[config.mk]
export PLATFORM = sky130hd
export DESIGN_NAME = gate_ic_emulator
export DESIGN_NICKNAME = d
export VERILOG_FILES = /design/src/rtl/gate_ic_emulator.sv
export SDC_FILE = /design/constraint.sdc
export NUM_CORES = 1
export LEC_CHECK = 0
export CAP_MARGIN = 20
export CORE_MARGIN = 2
export CORE_UTILIZATION = 60
export DETAILED_ROUTE_END_ITERATION = 6
export PLACE_DENSITY = 0.81
export SLEW_MARGIN = 10
export SYNTH_ARGS = -nofsm -noshare
export SYNTH_HDL_FRONTEND = slang
export SYNTH_SLANG_ARGS = --single-unit
[constraint.sdc]
create_clock -name clk -period 5.3 [get_ports clk]
set_input_delay 1.06 -clock clk [delete_from_list [all_inputs] [get_ports clk]]
set_output_delay 1.06 -clock clk [all_outputs]
set_load 0.05 [all_outputs]
[src/rtl/gate_ic_emulator.sv]
// Virtual 8-input gate DUT for the IC tester: synchronises the stimulus pins, debounces them and answers after a programmable delay.
// Optional build macro GATE_IC_FAULT_INJECT_EN adds a fault_mode port that corrupts op1 combinationally.
`timescale 1ns/1ps
module gate_ic_emulator #(
    parameter int STABLE_CYCLES = 4,
    parameter int RESP_DELAY    = 16,
    parameter int CNT_W         = 16
) (
    input  logic       clk,
    input  logic       rst_n,
    input  logic       enable,
    input  logic [2:0] gate_sel,
    input  logic [7:0] pin_in,
`ifdef GATE_IC_FAULT_INJECT_EN
    input  logic [1:0] fault_mode,
`endif
    output logic       op1,
    output logic       busy,
    output logic [7:0] resp_count
);

    typedef enum logic [1:0] {IDLE, STABLE, DELAY, UPDATE} state_t;

    // Acceptance and the DELAY exit fire on the cycle whose increment reaches the final count,
    // so the end-to-end latency is 2 + STABLE_CYCLES + RESP_DELAY edges.
    localparam logic [CNT_W-1:0] STAB_SAT  = CNT_W'(STABLE_CYCLES - 1);
    localparam logic [CNT_W-1:0] STAB_ACC  = CNT_W'((STABLE_CYCLES >= 2) ? STABLE_CYCLES - 2 : 0);
    localparam logic [CNT_W-1:0] DLY_LAST  = CNT_W'((RESP_DELAY >= 2) ? RESP_DELAY - 2 : 0);
    localparam bit               SKIP_DLY  = (RESP_DELAY == 1);

    state_t           state, state_n;
    logic [7:0]       sync1, s_in, s_prev;
    logic [CNT_W-1:0] stab_cnt, stab_n, dly_cnt, dly_n;
    logic [7:0]       acc_pat, acc_n, last_pat;
    logic             last_valid, do_update, gate_q, gate_f, changed;

    always_ff @(posedge clk or negedge rst_n) begin
        if (!rst_n) begin
            sync1  <= '0;
            s_in   <= '0;
            s_prev <= '0;
        end else begin
            sync1  <= pin_in;
            s_in   <= sync1;
            s_prev <= s_in;
        end
    end

    assign changed = (s_in != s_prev);

    always_comb begin
        state_n   = state;
        stab_n    = stab_cnt;
        dly_n     = dly_cnt;
        acc_n     = acc_pat;
        do_update = 1'b0;
        case (state)
            IDLE: begin
                stab_n = '0;
                dly_n  = '0;
                if (enable) state_n = STABLE;
            end
            STABLE: begin
                if (changed) begin
                    stab_n = '0;
                end else if (stab_cnt >= STAB_ACC) begin
                    stab_n = STAB_SAT;
                    if (!last_valid || (s_in != last_pat)) begin
                        acc_n   = s_in;
                        dly_n   = '0;
                        state_n = SKIP_DLY ? UPDATE : DELAY;
                    end
                end else begin
                    stab_n = stab_cnt + CNT_W'(1);
                end
            end
            DELAY: begin
                if (s_in != acc_pat) begin
                    state_n = STABLE;
                    stab_n  = '0;
                    dly_n   = '0;
                end else begin
                    dly_n = dly_cnt + CNT_W'(1);
                    if (dly_cnt >= DLY_LAST) state_n = UPDATE;
                end
            end
            UPDATE: begin
                do_update = 1'b1;
                stab_n    = '0;
                dly_n     = '0;
                state_n   = enable ? STABLE : IDLE;
            end
            default: state_n = IDLE;
        endcase
        // Dropping enable wins immediately everywhere except UPDATE, which finishes first.
        if (!enable && (state != UPDATE)) begin
            state_n = IDLE;
            stab_n  = '0;
            dly_n   = '0;
        end
    end

    always_ff @(posedge clk or negedge rst_n) begin
        if (!rst_n) begin
            state    <= IDLE;
            stab_cnt <= '0;
            dly_cnt  <= '0;
            acc_pat  <= '0;
        end else begin
            state    <= state_n;
            stab_cnt <= stab_n;
            dly_cnt  <= dly_n;
            acc_pat  <= acc_n;
        end
    end

    always_comb begin
        case (gate_sel)
            3'b000:  gate_f = &acc_pat;
            3'b001:  gate_f = ~&acc_pat;
            3'b010:  gate_f = |acc_pat;
            3'b011:  gate_f = ~|acc_pat;
            3'b100:  gate_f = ^acc_pat;
            3'b101:  gate_f = ~^acc_pat;
            default: gate_f = 1'b0;
        endcase
    end

    always_ff @(posedge clk or negedge rst_n) begin
        if (!rst_n) begin
            gate_q     <= 1'b0;
            last_pat   <= '0;
            last_valid <= 1'b0;
            resp_count <= '0;
        end else if (do_update) begin
            gate_q     <= gate_f;
            last_pat   <= acc_pat;
            last_valid <= 1'b1;
            resp_count <= resp_count + 8'd1;
        end
    end

    assign busy = ((state == STABLE) && (stab_cnt != STAB_SAT)) || (state == DELAY);

`ifdef GATE_IC_FAULT_INJECT_EN
    always_comb begin
        case (fault_mode)
            2'b01:   op1 = 1'b0;
            2'b10:   op1 = 1'b1;
            2'b11:   op1 = ~gate_q;
            default: op1 = gate_q;
        endcase
    end
`else
    assign op1 = gate_q;
`endif

endmodule

Word-level counts from Yosys, hierarchy flattened. Cells that the tools add are included.

Magnitude comparators: 2. Equality and inequality tests: 19. Reduce and logical (&&, ||, !) cells: 18. Multiplexer cells: 22. Add/sub/neg operators: 3. Bitwise logic cells: 1.

Operators with widths (count): 16-bit two-way mux (9); 16-bit case mux with 3 select lines (2); 16-bit by 1-bit adder with 16-bit output (second input constant) (2); 8-bit != test (3); 16-bit by 2-bit greater-or-equal comparator with 1-bit output (second input constant) (1); 16-bit by 4-bit greater-or-equal comparator with 1-bit output (second input constant) (1); 16-bit by 2-bit != test with 1-bit output (second input constant) (1); 3-bit != test (second input constant) (5); 2-bit two-way mux (7); 8-bit by 1-bit adder with 8-bit output (second input constant) (1); 2-bit case mux with 4 select lines (1); 8-bit AND reduction (1); 8-bit OR reduction (1); 8-bit XNOR reduction (1); 8-bit XOR reduction (1); 3-bit by 2-bit equality test with 1-bit output (second input constant) (2); 3-bit equality test (second input constant) (2); 1-bit case mux with 6 select lines (1); 5-bit AND reduction (1); 2-bit equality test (second input constant) (2); 1-bit logical NOT (4); 4-bit != test (second input constant) (1); 4-bit AND reduction (1); 3-bit by 1-bit equality test with 1-bit output (second input constant) (1); other kinds (10) (13).

Word-level logic and storage cells: 76. Register bits after elaboration: 84.

Logic depth before layout (Yosys ltp). Gate-level depths: netlist (run 1).

Depth after elaboration: 7. Mapped depth: 8.

Least setup slack after synthesis (run 1). OpenSTA, ideal clock, no wires.

Path type: register to output. Start: register stab_cnt[2]. End: output busy. Buffers on the path: 0. Cell stages (with the launch flop): 6. Slack: 2.569 ns. Data required time: 4.240 ns. Data arrival time: 1.671 ns. Cell sequence: dfrtp_1 > or4_1 > nor2_1 > nand4_1 > nand2_1 > o21ai_0.

Longest elaborated chain between the ends: 3.

RTL lines: start, declared (RTL line 33) `logic [CNT_W-1:0] stab_cnt, stab_n, dly_cnt, dly_n;`; start signal, assigned (RTL line 111) `stab_cnt <= stab_n;`; 16-bit by 2-bit != test with 1-bit output (RTL line 143) `assign busy = ((state == STABLE) && (stab_cnt != STAB_SAT)) || (state == DELAY);`; 1-bit logical AND (RTL line 143); 1-bit logical OR (RTL line 143); end, declared (RTL line 18) `output logic busy,`.

Every way passes these cells.

Worst setup path after layout (run 1).
Start: register stab_cnt[8]. End: output busy.

The elaborated chain is that of the path after synthesis.

==> results of run 1 <==
## cell type report
type / instances / area [um^2] / share of cell area, %
Sequential cell: 84 / 2102 / 47.70
Timing Repair Buffer: 24 / 255.2 / 5.792
Inverter: 26 / 97.59 / 2.215
Clock inverter: 4 / 97.59 / 2.215
Tap cell: 77 / 96.34 / 2.186
Clock buffer: 11 / 141.4 / 3.208
Multi-Input combinational cell: 231 / 1617 / 36.68
## final timing paths
kind | to | slack, ps
max | busy | 1760
min | s_in[2] | 350
max reg2reg | stab_cnt[3] | 2860
min reg2reg | s_in[2] | 350
max in group asynchronous | dly_cnt[2] | 4130
min in group asynchronous | dly_cnt[1] | 590
## per-layer routing
| layer | global-route usage, % | share of wire [%] | up-vias |
|---|---|---|---|
| met2 | 34.63 | 48 | 60 |
| met3 | 6.231 | 4.2 | 9 |
| met1 | 29.21 | 46 | 1328 |
| met5 | 0 | 0 | - |
| li1 | - | - | 1273 |
| met4 | 7.625 | 1.3 | 0 |
## registers in the layout, indices dropped and copies added (netlist names)
signal and count:
acc_pat 8, dly_cnt 16, last_pat 8, last_valid 1
op1 1, resp_count 8, s_in 8, s_prev 8
stab_cnt 16, state 2, sync1 8
## power by group
| part | total [uW] | switching (uW) | internal, uW |
|---|---|---|---|
| registers | 659 | 9.31 | 650 |
| clock network | 541 | 218 | 323 |
| logic | 46.2 | 24.1 | 22.0 |
| total | 1250 | 252 | 995 |
## kinds of logic (layout without fill, tap and decap cells)
group / after synthesis / in the layout / share of synthesized area (%)
AND/OR/NAND/NOR: 118 / 118 / 16.48
buffers and inverters: 34 / 65 / 3.381
adder cells (fa/ha/maj): 13 / 13 / 4.226
multiplexers: 10 / 10 / 3.674
flip-flops: 84 / 84 / 54.62
AO/OA/AOI/OAI: 54 / 54 / 9.070
XOR/XNOR: 36 / 36 / 8.550
## critical path, stage by stage, from the launching register on
cell	delay, ps
dfrtp_1	410
or4_1	580
nor2_1	140
nand4_1	100
nand2_1	90
o21ai_0	100
clkdlybuf4s50_1	710
## synthesized netlist by cell type, types with 3 or more instances
cell type   n
a21oi_1     5
a41oi_1    10
and2_1      3
and3_1      7
clkbuf_1    5
dfrtp_1    84
ha_1       13
inv_1      26
mux2_4      8
nand2_1    22
nand3_1    17
nand4_1    12
nor2_1     24
nor3_1      6
nor4_1      3
o211ai_1    9
o21ai_0    23
or3_1      11
or4_1       3
xnor2_1    33
## stage by stage
stage	util, %	cells	area [um^2]
3_3_place_gp	65.96	441	4140
4_1_cts	69.76	456	4379
6_report	70.20	457	4407
5_1_grt	70.20	457	4407
2_1_floorplan	-	349	3849
3_5_place_dp	65.96	441	4140
==> run metrics, run 1 <==
initial antenna violation count=0; die height=84.09 um; most frequent cells in the layout=dfrtp_1, xnor2_1, inv_1, nor2_1, o21ai_0; static leakage=approximately 0.0019 uW; reg2reg start=s_in[0]; final wirelength=7.099 mm; core area=0.006277 mm^2; final setup fails=0; Final min period=3537 ps; Die ar.=0.007071 mm^2; Routed Antenna Nets=0; routed via count=2670; final hold vios=0; wire per inst=15.53 um; power density over the cells=282.9 mW/mm^2; Area Overhead vs Synth=14.50%; DPL Wire Length=4.729 mm; Fmax achieved=282.7 MHz; post-synth top area cell=dfrtp_1; syn nets=376; clk_lat worst skew=350 ps; Overflow after GRT=0; sequential element share of the synthesized area=54.62%; Crit path required time=4240 ps; Slew @ Worst Pin=1077 ps; Total Nets Final=403; row cnt=29; Max Cap Violations=0; crit path kind=reg2out; port buffer count=23; diodes inserted=0; Worst Hold Slack=roughly 350 ps; final setup margin=roughly 1800 ps; Synth Cell Area=0.003849 mm^2; pin count of the biggest net entering global routing=85; CTS HTree Levels=3; max-slew violations=0; Die X=84.09 um; Mean Syn Cell Area=11.03 um^2; hold path cells=0; Hold Path Origin=sync1[2]; share of the synthesized area in the top cell type=between 50% and 60%; CTS clk-pin slew, worst paths=80 ps; Critical Path Source=stab_cnt[8]; CP startpoint kind=register; layout cell share with drive strength beyond 1=8.158%; DR vias/cell=5.842; Post-CTS Setup Inserts=0; CTS tree=done; CP Data Arrival Time=2480 ps; worst-case clock buffer depth=2; Pwr Total=1247 uW; Synth area leaders=dfrtp_1, xnor2_1, ha_1; GPL Wtd Cong=~0.86; Setup Skew=just under 7 ps; commonest non-fill, non-tap cell in the layout=dfrtp_1; maximum fanout along the worst path=4; Starting Density=approximately three fifths; R2R cell count=5; number of flops mapped to enable cells by yosys=0; Hold-fix buffers, CTS=0; Post-synth ARST share=100.0%; Post-Syn Instances=~350; cts bufs inserted=9; clock root buffer=clkbuf_8; critical path capture point type=primary output; status=completed; RSZ-0062 raised after global routing=false; Synth Register Bits=84; Max VDD drop=0.0001702 V; gr usage total=21.92%; Tcrit/Tclk final=66.73%; post-cts resize count=0; I/O pin count=24; first-pass GRT wire length=12.16 mm; Sinks on Clock Net=84; Residual DRC=0; fillers=442; pre-CTS setup slack=1999 ps; worst hold-check path type=reg2reg; drt first pass iters=5; Yosys Warn Count=0; DR iter-0 viols=146; Synth cell types=40; Primary FF master, synth=dfrtp_1; vias in the first global route=roughly 2700; Slew headroom=27.84%; Setup TNS=0 ps
Note: power is estimated with default switching activity, not from simulation.
==> run 2: changes to the inputs <==
--- a/config.mk
+++ b/config.mk
@@ -7,9 +7,9 @@
 export LEC_CHECK = 0
 export CAP_MARGIN = 20
 export CORE_MARGIN = 2
-export CORE_UTILIZATION = 60
+export CORE_UTILIZATION = 59
 export DETAILED_ROUTE_END_ITERATION = 6
-export PLACE_DENSITY = 0.81
+export PLACE_DENSITY = 0.79
 export SLEW_MARGIN = 10
 export SYNTH_ARGS = -nofsm -noshare
 export SYNTH_HDL_FRONTEND = slang
==> constraint.sdc (replaced) <==
create_clock -name clk -period 3.28 [get_ports clk]
set_input_delay 0.656 -clock clk [delete_from_list [all_inputs] [get_ports clk]]
set_output_delay 0.656 -clock clk [all_outputs]
set_load 0.05 [all_outputs]
==> run 2 against run 1 <==
  * Critical path depth did not move
  * Largest cell class unchanged
  * Final area fell by 0.28%
  * Worst setup slack got worse by 1200 ps
  * Global-route usage rose by 0.078 points
  * Sequential power rose by 62%
  * Worst hold slack got worse by 150 ps
  * Sequential share of layout area rose by 0.14 points
  * Core utilization fell by 0.60 points
  * Clock power rose by 41%
  * Highest routed layer unchanged
  * Register-to-register slack got worse by 1900 ps
==> run metrics, run 2 (same netlist as run 1, synthesis figures left out) <==
status=completed (unchanged); DR vias/cell=5.800 (was 5.842); CTS tree=done (unchanged); Die X=84.77 um (was 84.09 um); Tcrit/Tclk final=~84%; clock root buffer=clkbuf_8 (unchanged); most frequent cells in the layout=dfrtp_1, xnor2_1, inv_1, nor2_1, o21ai_0 (unchanged); CP startpoint kind=register (unchanged); Final min period=2759 ps; CTS HTree Levels=3 (unchanged); gr usage total=22.00% (was 21.92%); critical path capture point type=primary output (unchanged); worst hold-check path type=in2async (was reg2reg); GPL Wtd Cong=0.8283 (was 0.8565); Slew @ Worst Pin=804.2 ps (was 1077 ps); wire per inst=15.37 um (was 15.53 um); CTS clk-pin slew, worst paths=90 ps (was 80 ps); Routed Antenna Nets=0 (unchanged); maximum fanout along the worst path=5 (was 4); routed via count=2668 (was 2670); CP max stage cell=or4_1 (was clkdlybuf4s50_1); Hold-fix buffers, CTS=0 (unchanged); Area Overhead vs Synth=14.17% (was 14.50%); worst path bufs/invs=1 (unchanged); Cells after DPL=443 (was 441); initial antenna violation count=0 (unchanged); Die ar.=0.007185 mm^2 (was 0.007071 mm^2); power density over the cells=433.2 mW/mm^2 (was 282.9 mW/mm^2); Pwr Total=1904 uW (was 1247 uW); final hold vios=0 (unchanged); Total Nets Final=405 (was 403); DPL Wire Length=4.840 mm (was 4.729 mm); static leakage=0.001856 uW (was 0.001854 uW); Max Cap Violations=0 (unchanged); worst-case clock buffer depth=2 (unchanged); Starting Density=60.96% (was 61.31%); Finished Layout Cells=460 (was 457); final wirelength=7.070 mm (was 7.099 mm); Fmax achieved=between 300 and 400 MHz; commonest non-fill, non-tap cell in the layout=dfrtp_1 (unchanged); final setup fails=0 (unchanged); drt first pass iters=4 (was 5); cts bufs inserted=9 (unchanged); R2R cell count=7 (was 5); crit path kind=reg2out (unchanged); I/O pin count=24 (unchanged); delay-heaviest family, CP=simple AND/OR/NAND/NOR gates (unchanged); Crit path required time=2620 ps (was 4240 ps); Sinks on Clock Net=84 (unchanged); first-pass GRT wire length=12.53 mm (was 12.16 mm); WP depth=6 (unchanged); utilization after layout=69.60% (was 70.20%); Residual DRC=0 (unchanged); slowest stage delay, CP=580 ps (was 710 ps); die height=84.77 um (was 84.09 um); worst path cell trace=or4_1 > nor2_1 > nand4_1 > nand2_1 > o21ai_0 > dlymetal6s2s_1 (was or4_1 > nor2_1 > nand4_1 > nand2_1 > o21ai_0 > clkdlybuf4s50_1); row cnt=29 (unchanged); Setup Skew=13.41 ps (was 6.892 ps); max-slew violations=0 (unchanged); diodes inserted=0 (unchanged); core area=0.006314 mm^2 (was 0.006277 mm^2); Overflow after GRT=0 (unchanged); Slew headroom=46.39% (was 27.84%); layout cell share with drive strength beyond 1=9.138% (was 8.158%); pin count of the biggest net entering global routing=85 (unchanged); Worst Hold Slack=199.9 ps (was 351.4 ps); RSZ-0062 raised after global routing=false (unchanged); clk_lat worst skew=360 ps (was 350 ps); vias in the first global route=2675 (was 2669); leading registers by flop count=dly_cnt: 16 flops, stab_cnt: 16 flops (unchanged); CP Data Arrival Time=2100 ps (was 2480 ps); port buffer count=23 (unchanged); DR iter-0 viols=134 (was 146); Max VDD drop=0.0003263 V (was 0.0001702 V); Setup TNS=0 ps (unchanged)
run 2: cell count changes in the layout (fill, tap and decap cells not counted), sizes merged:
cell / previous run / this run
buf: 2 / 4
bufinv: 3 / 1
clkbuf: 11 / 10
clkdlybuf4s50: 22 / 21
clkinv: 0 / 2
clkinvlp: 1 / 2
dlymetal6s2s: 0 / 1
inv: 26 / 27
run 2: what timing repair did:
| action | CTS | global route |
|---|---|---|
| setup endpoints to repair | 0 | 1 |
| resized for setup | 0 | 1 |
| setup buffers | 0 | 0 |
run 2: cell type report:
class	instances	area, um^2
clock buffer	10	137.6
fill	455	1919
clock inverter	6	71.32
sequential	84	2102
inverter	26	97.59
multi-input combinational	231	1617
tap	77	96.34
timing repair buffer	26	272.8
run 2: metal layers:
| layer | share of wire, % | track usage [%] |
|---|---|---|
| met2 | 47 | 33.57 |
| met1 | 47 | 30.47 |
| met4 | 2.5 | 10.53 |
| met5 | 0 | 0 |
| met3 | 4.0 | 4.425 |
run 2: stage by stage:
step,setup WS (ps),instance area [um^2]
final,521.1,4394
after global routing,360.4,4394
after CTS,130.5,4364
after detailed placement,543.5,4155
after global placement,618.3,4155
after floorplan,953.1,3849
run 2: final timing paths:
path,from,to,slack [ps]
min reg2reg,sync1[0],s_in[0],350
max in group asynchronous,rst_n,stab_cnt[1],2490
min,rst_n,last_pat[7],200
max reg2reg,stab_cnt[0],acc_pat[1],910
max,stab_cnt[2],busy,520
min in group clk,sync1[0],s_in[0],350
run 2: power breakdown:
group	total [uW]	internal (uW)	switching [uW]
combinational	73.9	35.6	38.4
clock	764	378	387
sequential	1070	1050	15.1
